### src/rtl/keypad_scan_debounce.sv
// Scans a 4x4 active-low keypad, debounces one press at a time and
// keeps the last two accepted hex digits for the 2-digit display.
// Ports: clk, reset (sync, active-high), rows[3:0] (async, active-low),
// cols[3:0] (active-low drive), digit_new/digit_old[3:0], key_valid.
module keypad_scan_debounce #(
  parameter int SCAN_DIV        = 50000,
  parameter int DEBOUNCE_CYCLES = 500000
) (
  input  logic       clk,
  input  logic       reset,
  input  logic [3:0] rows,
  output logic [3:0] cols,
  output logic [3:0] digit_new,
  output logic [3:0] digit_old,
  output logic       key_valid
);

  localparam int SW = $clog2(SCAN_DIV) + 1;
  localparam int DW = $clog2(DEBOUNCE_CYCLES) + 1;
  localparam logic [SW-1:0] SLOT_LAST = SW'(SCAN_DIV - 1);
  localparam logic [DW-1:0] DB_LAST   = DW'(DEBOUNCE_CYCLES - 1);

  typedef enum logic [1:0] {
    SCAN,
    DEBOUNCE,
    HELD
  } state_t;

  state_t        state_q, state_d;
  logic [1:0]    ci_q, ci_d;
  logic [SW-1:0] slot_q, slot_d;
  logic [DW-1:0] db_q, db_d;
  logic [DW-1:0] rel_q, rel_d;
  logic [3:0]    pat_q, pat_d;
  logic [3:0]    dnew_q, dnew_d;
  logic [3:0]    dold_q, dold_d;
  logic          kv_q, kv_d;
  logic [3:0]    sync_q;
  logic [3:0]    rs_q;

  function automatic logic [3:0] key_map(
    input logic [3:0] pat,
    input logic [1:0] c
  );
    logic [1:0] r;
    logic [3:0] k;
    r = 2'd0;
    unique case (1'b1)
      !pat[0]: r = 2'd0;
      !pat[1]: r = 2'd1;
      !pat[2]: r = 2'd2;
      !pat[3]: r = 2'd3;
      default: r = 2'd0;
    endcase
    case ({r, c})
      4'h0: k = 4'h1;
      4'h1: k = 4'h2;
      4'h2: k = 4'h3;
      4'h3: k = 4'hA;
      4'h4: k = 4'h4;
      4'h5: k = 4'h5;
      4'h6: k = 4'h6;
      4'h7: k = 4'hB;
      4'h8: k = 4'h7;
      4'h9: k = 4'h8;
      4'hA: k = 4'h9;
      4'hB: k = 4'hC;
      4'hC: k = 4'hE;
      4'hD: k = 4'h0;
      4'hE: k = 4'hF;
      default: k = 4'hD;
    endcase
    return k;
  endfunction

  always_ff @(posedge clk) begin
    if (reset) begin
      state_q <= SCAN;
      ci_q    <= 2'd0;
      slot_q  <= '0;
      db_q    <= '0;
      rel_q   <= '0;
      pat_q   <= 4'hF;
      dnew_q  <= 4'h0;
      dold_q  <= 4'h0;
      kv_q    <= 1'b0;
      sync_q  <= 4'hF;
      rs_q    <= 4'hF;
    end else begin
      state_q <= state_d;
      ci_q    <= ci_d;
      slot_q  <= slot_d;
      db_q    <= db_d;
      rel_q   <= rel_d;
      pat_q   <= pat_d;
      dnew_q  <= dnew_d;
      dold_q  <= dold_d;
      kv_q    <= kv_d;
      sync_q  <= rows;
      rs_q    <= sync_q;
    end
  end

  always_comb begin
    state_d = state_q;
    ci_d    = ci_q;
    slot_d  = slot_q;
    db_d    = db_q;
    rel_d   = rel_q;
    pat_d   = pat_q;
    dnew_d  = dnew_q;
    dold_d  = dold_q;
    kv_d    = 1'b0;
    unique case (state_q)
      SCAN: begin
        if (slot_q == SLOT_LAST) begin
          slot_d = '0;
          // Exactly one row low: a single key in this column.
          if ($onehot(~rs_q)) begin
            pat_d   = rs_q;
            db_d    = '0;
            state_d = DEBOUNCE;
          end else begin
            ci_d = ci_q + 2'd1;
          end
        end else begin
          slot_d = slot_q + SW'(1);
        end
      end
      DEBOUNCE: begin
        if (rs_q == pat_q) begin
          if (db_q == DB_LAST) begin
            dold_d  = dnew_q;
            dnew_d  = key_map(pat_q, ci_q);
            kv_d    = 1'b1;
            rel_d   = '0;
            state_d = HELD;
          end else begin
            db_d = db_q + DW'(1);
          end
        end else begin
          db_d    = '0;
          slot_d  = '0;
          state_d = SCAN;
        end
      end
      HELD: begin
        // Column stays frozen; any low row restarts release timing.
        if (rs_q == 4'hF) begin
          if (rel_q == DB_LAST) begin
            state_d = SCAN;
            ci_d    = ci_q + 2'd1;
            slot_d  = '0;
          end else begin
            rel_d = rel_q + DW'(1);
          end
        end else begin
          rel_d = '0;
        end
      end
      default: state_d = SCAN;
    endcase
  end

  assign cols      = ~(4'b0001 << ci_q);
  assign digit_new = dnew_q;
  assign digit_old = dold_q;
  assign key_valid = kv_q;

endmodule

### config.mk
export PLATFORM = sky130hd
export DESIGN_NAME = keypad_scan_debounce
export DESIGN_NICKNAME = d
export VERILOG_FILES = /design/src/rtl/keypad_scan_debounce.sv
export SDC_FILE = /design/constraint.sdc
export NUM_CORES = 1
export LEC_CHECK = 0
export CAP_MARGIN = 20
export CORE_ASPECT_RATIO = 2
export CORE_MARGIN = 2
export CORE_UTILIZATION = 55
export DETAILED_ROUTE_END_ITERATION = 6
export PLACE_DENSITY = 0.73
export SYNTH_ARGS = -nofsm -noshare
export SYNTH_HDL_FRONTEND = slang
export SYNTH_SLANG_ARGS = --single-unit
### constraint.sdc
create_clock -name clk -period 4.2 [get_ports clk]
set_clock_uncertainty 0.15 [all_clocks]
set_input_delay 0.63 -clock clk [delete_from_list [all_inputs] [get_ports clk]]
set_output_delay 0.63 -clock clk [all_outputs]
set_load 0.005 [all_outputs]
==> metrics.txt <==
# TYPE chip_impl_metric gauge
chip_impl_metric{name="syn-mean-instance-area",unit="sq um"} 8.032
chip_impl_metric{name="maxCapViolations",unit=""} 0
chip_impl_metric{name="share_comb_of_total_power",unit="%"} 2.5
chip_impl_info{name="criticalPathCategory",value="reg -> reg"} 1
chip_impl_metric{name="static-leakage-power",unit="uW"} 0.001634
chip_impl_metric{name="final_antenna_net_count",unit=""} 0
chip_impl_metric{name="final_min_period_over_clock_period",unit="%"} 78.51
chip_impl_metric{name="setup_viol",unit=""} 0
chip_impl_metric{name="ys_warnings",unit=""} 0
chip_impl_metric{name="post_cts_repair_setup_buffers",unit=""} 0
chip_impl_metric{name="area_delta_synth_final",unit="%"} 11.57
chip_impl_metric{name="wirelength",unit="um"} 11410
chip_impl_metric{name="globalplace.congestion",unit=""} 0.8945
chip_impl_info{name="post-synth-top-area-cell",value="sky130_fd_sc_hd__dfxtp_1"} 1
chip_impl_metric{name="grtUsageTotal",unit="%"} 26.95
chip_impl_metric{name="dr_total_vias",unit=""} 4252
chip_impl_metric{name="ctsHtreeMaxLevel",unit=""} 3
chip_impl_metric{name="wl_per_cell",unit="um"} 17.15
chip_impl_metric{name="cts-resized-gates",unit=""} 0
chip_impl_metric{name="die_area",unit="sq mm"} 0.008900
chip_impl_info{name="critical_path.startpoint",value="rs_q[0]"} 1
chip_impl_metric{name="dpl-instance-area",unit="sq mm"} 0.004695
chip_impl_metric{name="worst_hold_margin",unit="ns"} 0.2730
chip_impl_metric{name="clk_pin_slew_worst_paths",unit="ns"} 0.06
chip_impl_metric{name="port_buffers",unit=""} 18
chip_impl_metric{name="chipHeight",unit="um"} 131.4
chip_impl_metric{name="globalRoute.totalOverflow",unit=""} 0
chip_impl_metric{name="post_synth_num_cell_types",unit=""} 55
chip_impl_metric{name="postLayoutSetupSlackWorst",unit="ns"} 0.9024
chip_impl_metric{name="design_area",unit="sq mm"} 0.004982
chip_impl_info{name="rsz0062_at_grt",value="no"} 1
chip_impl_metric{name="antenna_violations_before_repair",unit=""} 0
chip_impl_metric{name="switching_power_summed_over_all_nets",unit="uW"} 345.8
chip_impl_metric{name="timing.reg2reg.worst_path_depth",unit=""} 10
chip_impl_metric{name="synth_top_area_share",unit="%"} 36.76
chip_impl_metric{name="fill_cells",unit=""} 694
chip_impl_metric{name="boundaryPins",unit=""} 19
chip_impl_metric{name="crit_required",unit="ns"} 4.30
chip_impl_metric{name="slew_headroom",unit="%"} 39.58
chip_impl_metric{name="period_minus_slack",unit="ns"} 3.298
chip_impl_metric{name="hold_viol",unit=""} 0
chip_impl_metric{name="worst_hold_path.num_cells",unit=""} 1
chip_impl_metric{name="synthesis.nets",unit=""} 579
chip_impl_metric{name="final_max_slew_viol_count",unit=""} 0
chip_impl_metric{name="drt_first_iter_violations",unit=""} 475
chip_impl_metric{name="sequential_fraction_of_the_synthesis_area",unit="%"} 36.76
chip_impl_metric{name="vias_per_cell",unit=""} 6.394
chip_impl_metric{name="max_freq",unit="MHz"} 303.3
chip_impl_metric{name="internal_power",unit="uW"} 1260
chip_impl_info{name="critPathLaunchType",value="flop"} 1
chip_impl_metric{name="post-place-ws",unit="ns"} 0.9568
chip_impl_metric{name="mappedNetlistArea",unit="sq mm"} 0.004466
chip_impl_metric{name="post_synthesis_async_set_or_reset_flop_share",unit="%"} 0
chip_impl_metric{name="synth_enable_flop_cells",unit=""} 0
chip_impl_info{name="yosys.cell_count.top_type",value="sky130_fd_sc_hd__dfxtp_1"} 1
chip_impl_metric{name="synth_cells",unit=""} 556
chip_impl_metric{name="floorplan.core_area",unit="sq mm"} 0.007885
chip_impl_info{name="min-delay-path-class",value="reg -> reg"} 1
chip_impl_info{name="ys_top_cells_by_area",value="sky130_fd_sc_hd__dfxtp_1 37%, sky130_fd_sc_hd__a21oi_1 4.9%, sky130_fd_sc_hd__nand2_1 4.6%, sky130_fd_sc_hd__ha_1 4.5%, sky130_fd_sc_hd__nor2_1 3.9%"} 1
chip_impl_metric{name="die_x",unit="um"} 67.72
chip_impl_info{name="clock_tree_from_tritoncts",value="yes"} 1
chip_impl_metric{name="clock_sink_count",unit=""} 82
chip_impl_metric{name="floorplan.initialDensity",unit="%"} 56.63
chip_impl_info{name="synth.cells.most_frequent",value="82 x sky130_fd_sc_hd__dfxtp_1, 55 x sky130_fd_sc_hd__nand2_1, 46 x sky130_fd_sc_hd__nor2_1"} 1
chip_impl_info{name="crit_path_end_kind",value="flop"} 1
chip_impl_metric{name="final_layout_size_suffix_gt1_share",unit="%"} 6.503
chip_impl_info{name="cts_root_buf",value="sky130_fd_sc_hd__clkbuf_16"} 1
chip_impl_metric{name="number_of_synthesized_register_bits",unit=""} 82
chip_impl_metric{name="worst_slew_pin_slew",unit="ns"} 0.9030
chip_impl_metric{name="grt_pass1_vias",unit=""} 3966
chip_impl_metric{name="p_per_area",unit="mW/mm^2"} 322.4
chip_impl_metric{name="max-clock-path-buffers",unit=""} 2
chip_impl_metric{name="path_max_fanout",unit=""} 24
chip_impl_info{name="rr_startpoint",value="rs_q[0]"} 1
chip_impl_metric{name="holdBufCountCts",unit=""} 0
chip_impl_metric{name="clkPwrFrac",unit="%"} 48.3
chip_impl_metric{name="vdd_ir_drop_max",unit="mV"} 0.2625
chip_impl_metric{name="drcViolationCount",unit=""} 0
chip_impl_metric{name="grt_max_degree",unit=""} 50
chip_impl_info{name="postSynth.topFlopCell",value="sky130_fd_sc_hd__dfxtp_1"} 1
chip_impl_metric{name="number_of_cts_inserted_buffers",unit=""} 9
chip_impl_metric{name="critPathArrivalTime",unit="ns"} 3.39
chip_impl_metric{name="clkLatencyLatePin",unit="ns"} 0.34
chip_impl_metric{name="pwr-share-seq",unit="%"} 49.2
chip_impl_metric{name="floorplan.rows",unit=""} 46
chip_impl_info{name="timing.hold.worst.start",value="sync_q[3]"} 1
chip_impl_metric{name="place.detailed.hpwl",unit="um"} 8083
chip_impl_metric{name="detail_route.first_pass.iterations",unit=""} 6
chip_impl_metric{name="net_switching_fraction_of_the_power",unit="%"} 21.53
chip_impl_metric{name="finalSetupTns",unit="ns"} 0
chip_impl_metric{name="fin_nets",unit=""} 587
chip_impl_info{name="run_status",value="finished, final reports clean"} 1
chip_impl_metric{name="grt_first_pass_wirelength",unit="um"} 18590
chip_impl_metric{name="diodes",unit=""} 0
-- routing by layer --
metal  vias up  wire (um)  global-route usage, %
li1       2033          -                      -
met1      2029       4204                  28.70
met2       151       6306                  48.04
met3        39        450                  5.051
met4         0        445                  13.04
met5         -          0                      0
-- worst paths after layout --
kind,endpoint,slack (ns)
min reg2reg,rs_q[3],0.27
min,rs_q[3],0.27
max,db_q[17],0.90
max reg2reg,db_q[17],0.90
-- kinds of logic after synthesis --
group / count (synthesis) / synth area share (%)
buffers and inverters: 43 / 3.670
adder cells (fa/ha/maj): 17 / 4.931
AND/OR/NAND/NOR: 268 / 32.78
AO/OA/AOI/OAI: 121 / 16.87
multiplexers: 2 / 0.4763
flip-flops: 82 / 36.76
XOR/XNOR: 23 / 4.511
-- stage by stage --
| step | std cells | total power [uW] | utilization [%] |
|---|---|---|---|
| floorplan | 556 | 834.2 | - |
| global placement | 649 | 847.0 | 59.54 |
| detailed placement | 649 | 848.1 | 59.54 |
| CTS | 665 | 1618 | 63.19 |
| global route | 665 | 1652 | 63.19 |
| finish | 665 | 1606 | 63.19 |
-- critical path, stage by stage, from the launching register on --
cell                       delay (ns)
sky130_fd_sc_hd__dfxtp_1         0.36
sky130_fd_sc_hd__fa_1            0.55
sky130_fd_sc_hd__inv_1           0.04
sky130_fd_sc_hd__ha_1            0.17
sky130_fd_sc_hd__ha_1            0.28
sky130_fd_sc_hd__nor2_1          0.11
sky130_fd_sc_hd__nand3_1         0.12
sky130_fd_sc_hd__o32a_4          0.52
sky130_fd_sc_hd__nor3_1          0.47
sky130_fd_sc_hd__a41oi_1         0.19
sky130_fd_sc_hd__a311oi_1        0.26
-- power groups by stage --
stage | Sequential, uW | Combinational [uW] | Clock (uW)
final | 790 | 40.9 | 775
after global routing | 790 | 45.5 | 816
after CTS | 790 | 40.9 | 787
after detailed placement | 807 | 40.8 | 0
after global placement | 807 | 40.1 | 0
after floorplan | 806 | 28.6 | 0
-- flip-flops by register name, indices dropped and copies added (netlist names) --
signal	count
ci_q	2
db_q	20
digit_new	4
digit_old	4
key_valid	1
pat_q	4
rel_q	20
rs_q	4
slot_q	17
state_q	2
sync_q	4
-- area by class of cell --
class                   count  area (sq um)  area share, %
inverters                  18         67.56          1.356
multi-input cells         431          2660          53.39
flip-flops and latches     82          1642          32.95
well taps                  96         120.1          2.411
repair buffers             22         205.2          4.119
clock inverters             5         55.05          1.105
clock buffers              11         232.7          4.671
-- layout by cell type (no fill, tap or decap), types with 5 or more instances in the layout --
| master | synthesis | layout |
|---|---|---|
| sky130_fd_sc_hd__nor2b_1 | 13 | 13 |
| sky130_fd_sc_hd__o21ai_0 | 31 | 31 |
| sky130_fd_sc_hd__nor2_1 | 46 | 46 |
| sky130_fd_sc_hd__nand4_1 | 19 | 19 |
| sky130_fd_sc_hd__nand2_1 | 55 | 55 |
| sky130_fd_sc_hd__a21oi_1 | 44 | 44 |
| sky130_fd_sc_hd__or3_1 | 9 | 9 |
| sky130_fd_sc_hd__xnor2_1 | 19 | 19 |
| sky130_fd_sc_hd__nor4_1 | 9 | 9 |
| sky130_fd_sc_hd__o31ai_1 | 6 | 6 |
| sky130_fd_sc_hd__clkbuf_16 | 0 | 9 |
| sky130_fd_sc_hd__or4_1 | 13 | 13 |
| sky130_fd_sc_hd__inv_1 | 18 | 18 |
| sky130_fd_sc_hd__ha_1 | 16 | 16 |
| sky130_fd_sc_hd__clkdlybuf4s50_1 | 0 | 17 |
| sky130_fd_sc_hd__and3_1 | 6 | 6 |
| sky130_fd_sc_hd__nor3_1 | 28 | 28 |
| sky130_fd_sc_hd__nand4b_1 | 5 | 5 |
| sky130_fd_sc_hd__dfxtp_1 | 82 | 82 |
| sky130_fd_sc_hd__nand3b_1 | 6 | 6 |
| sky130_fd_sc_hd__and2_1 | 6 | 6 |
| sky130_fd_sc_hd__a211o_1 | 5 | 5 |
| sky130_fd_sc_hd__o32ai_1 | 5 | 5 |
| sky130_fd_sc_hd__nand3_1 | 17 | 17 |
| sky130_fd_sc_hd__or2_2 | 10 | 10 |
| sky130_fd_sc_hd__nand2b_1 | 10 | 10 |
No activity file was read; power rests on OpenSTA's default activity.
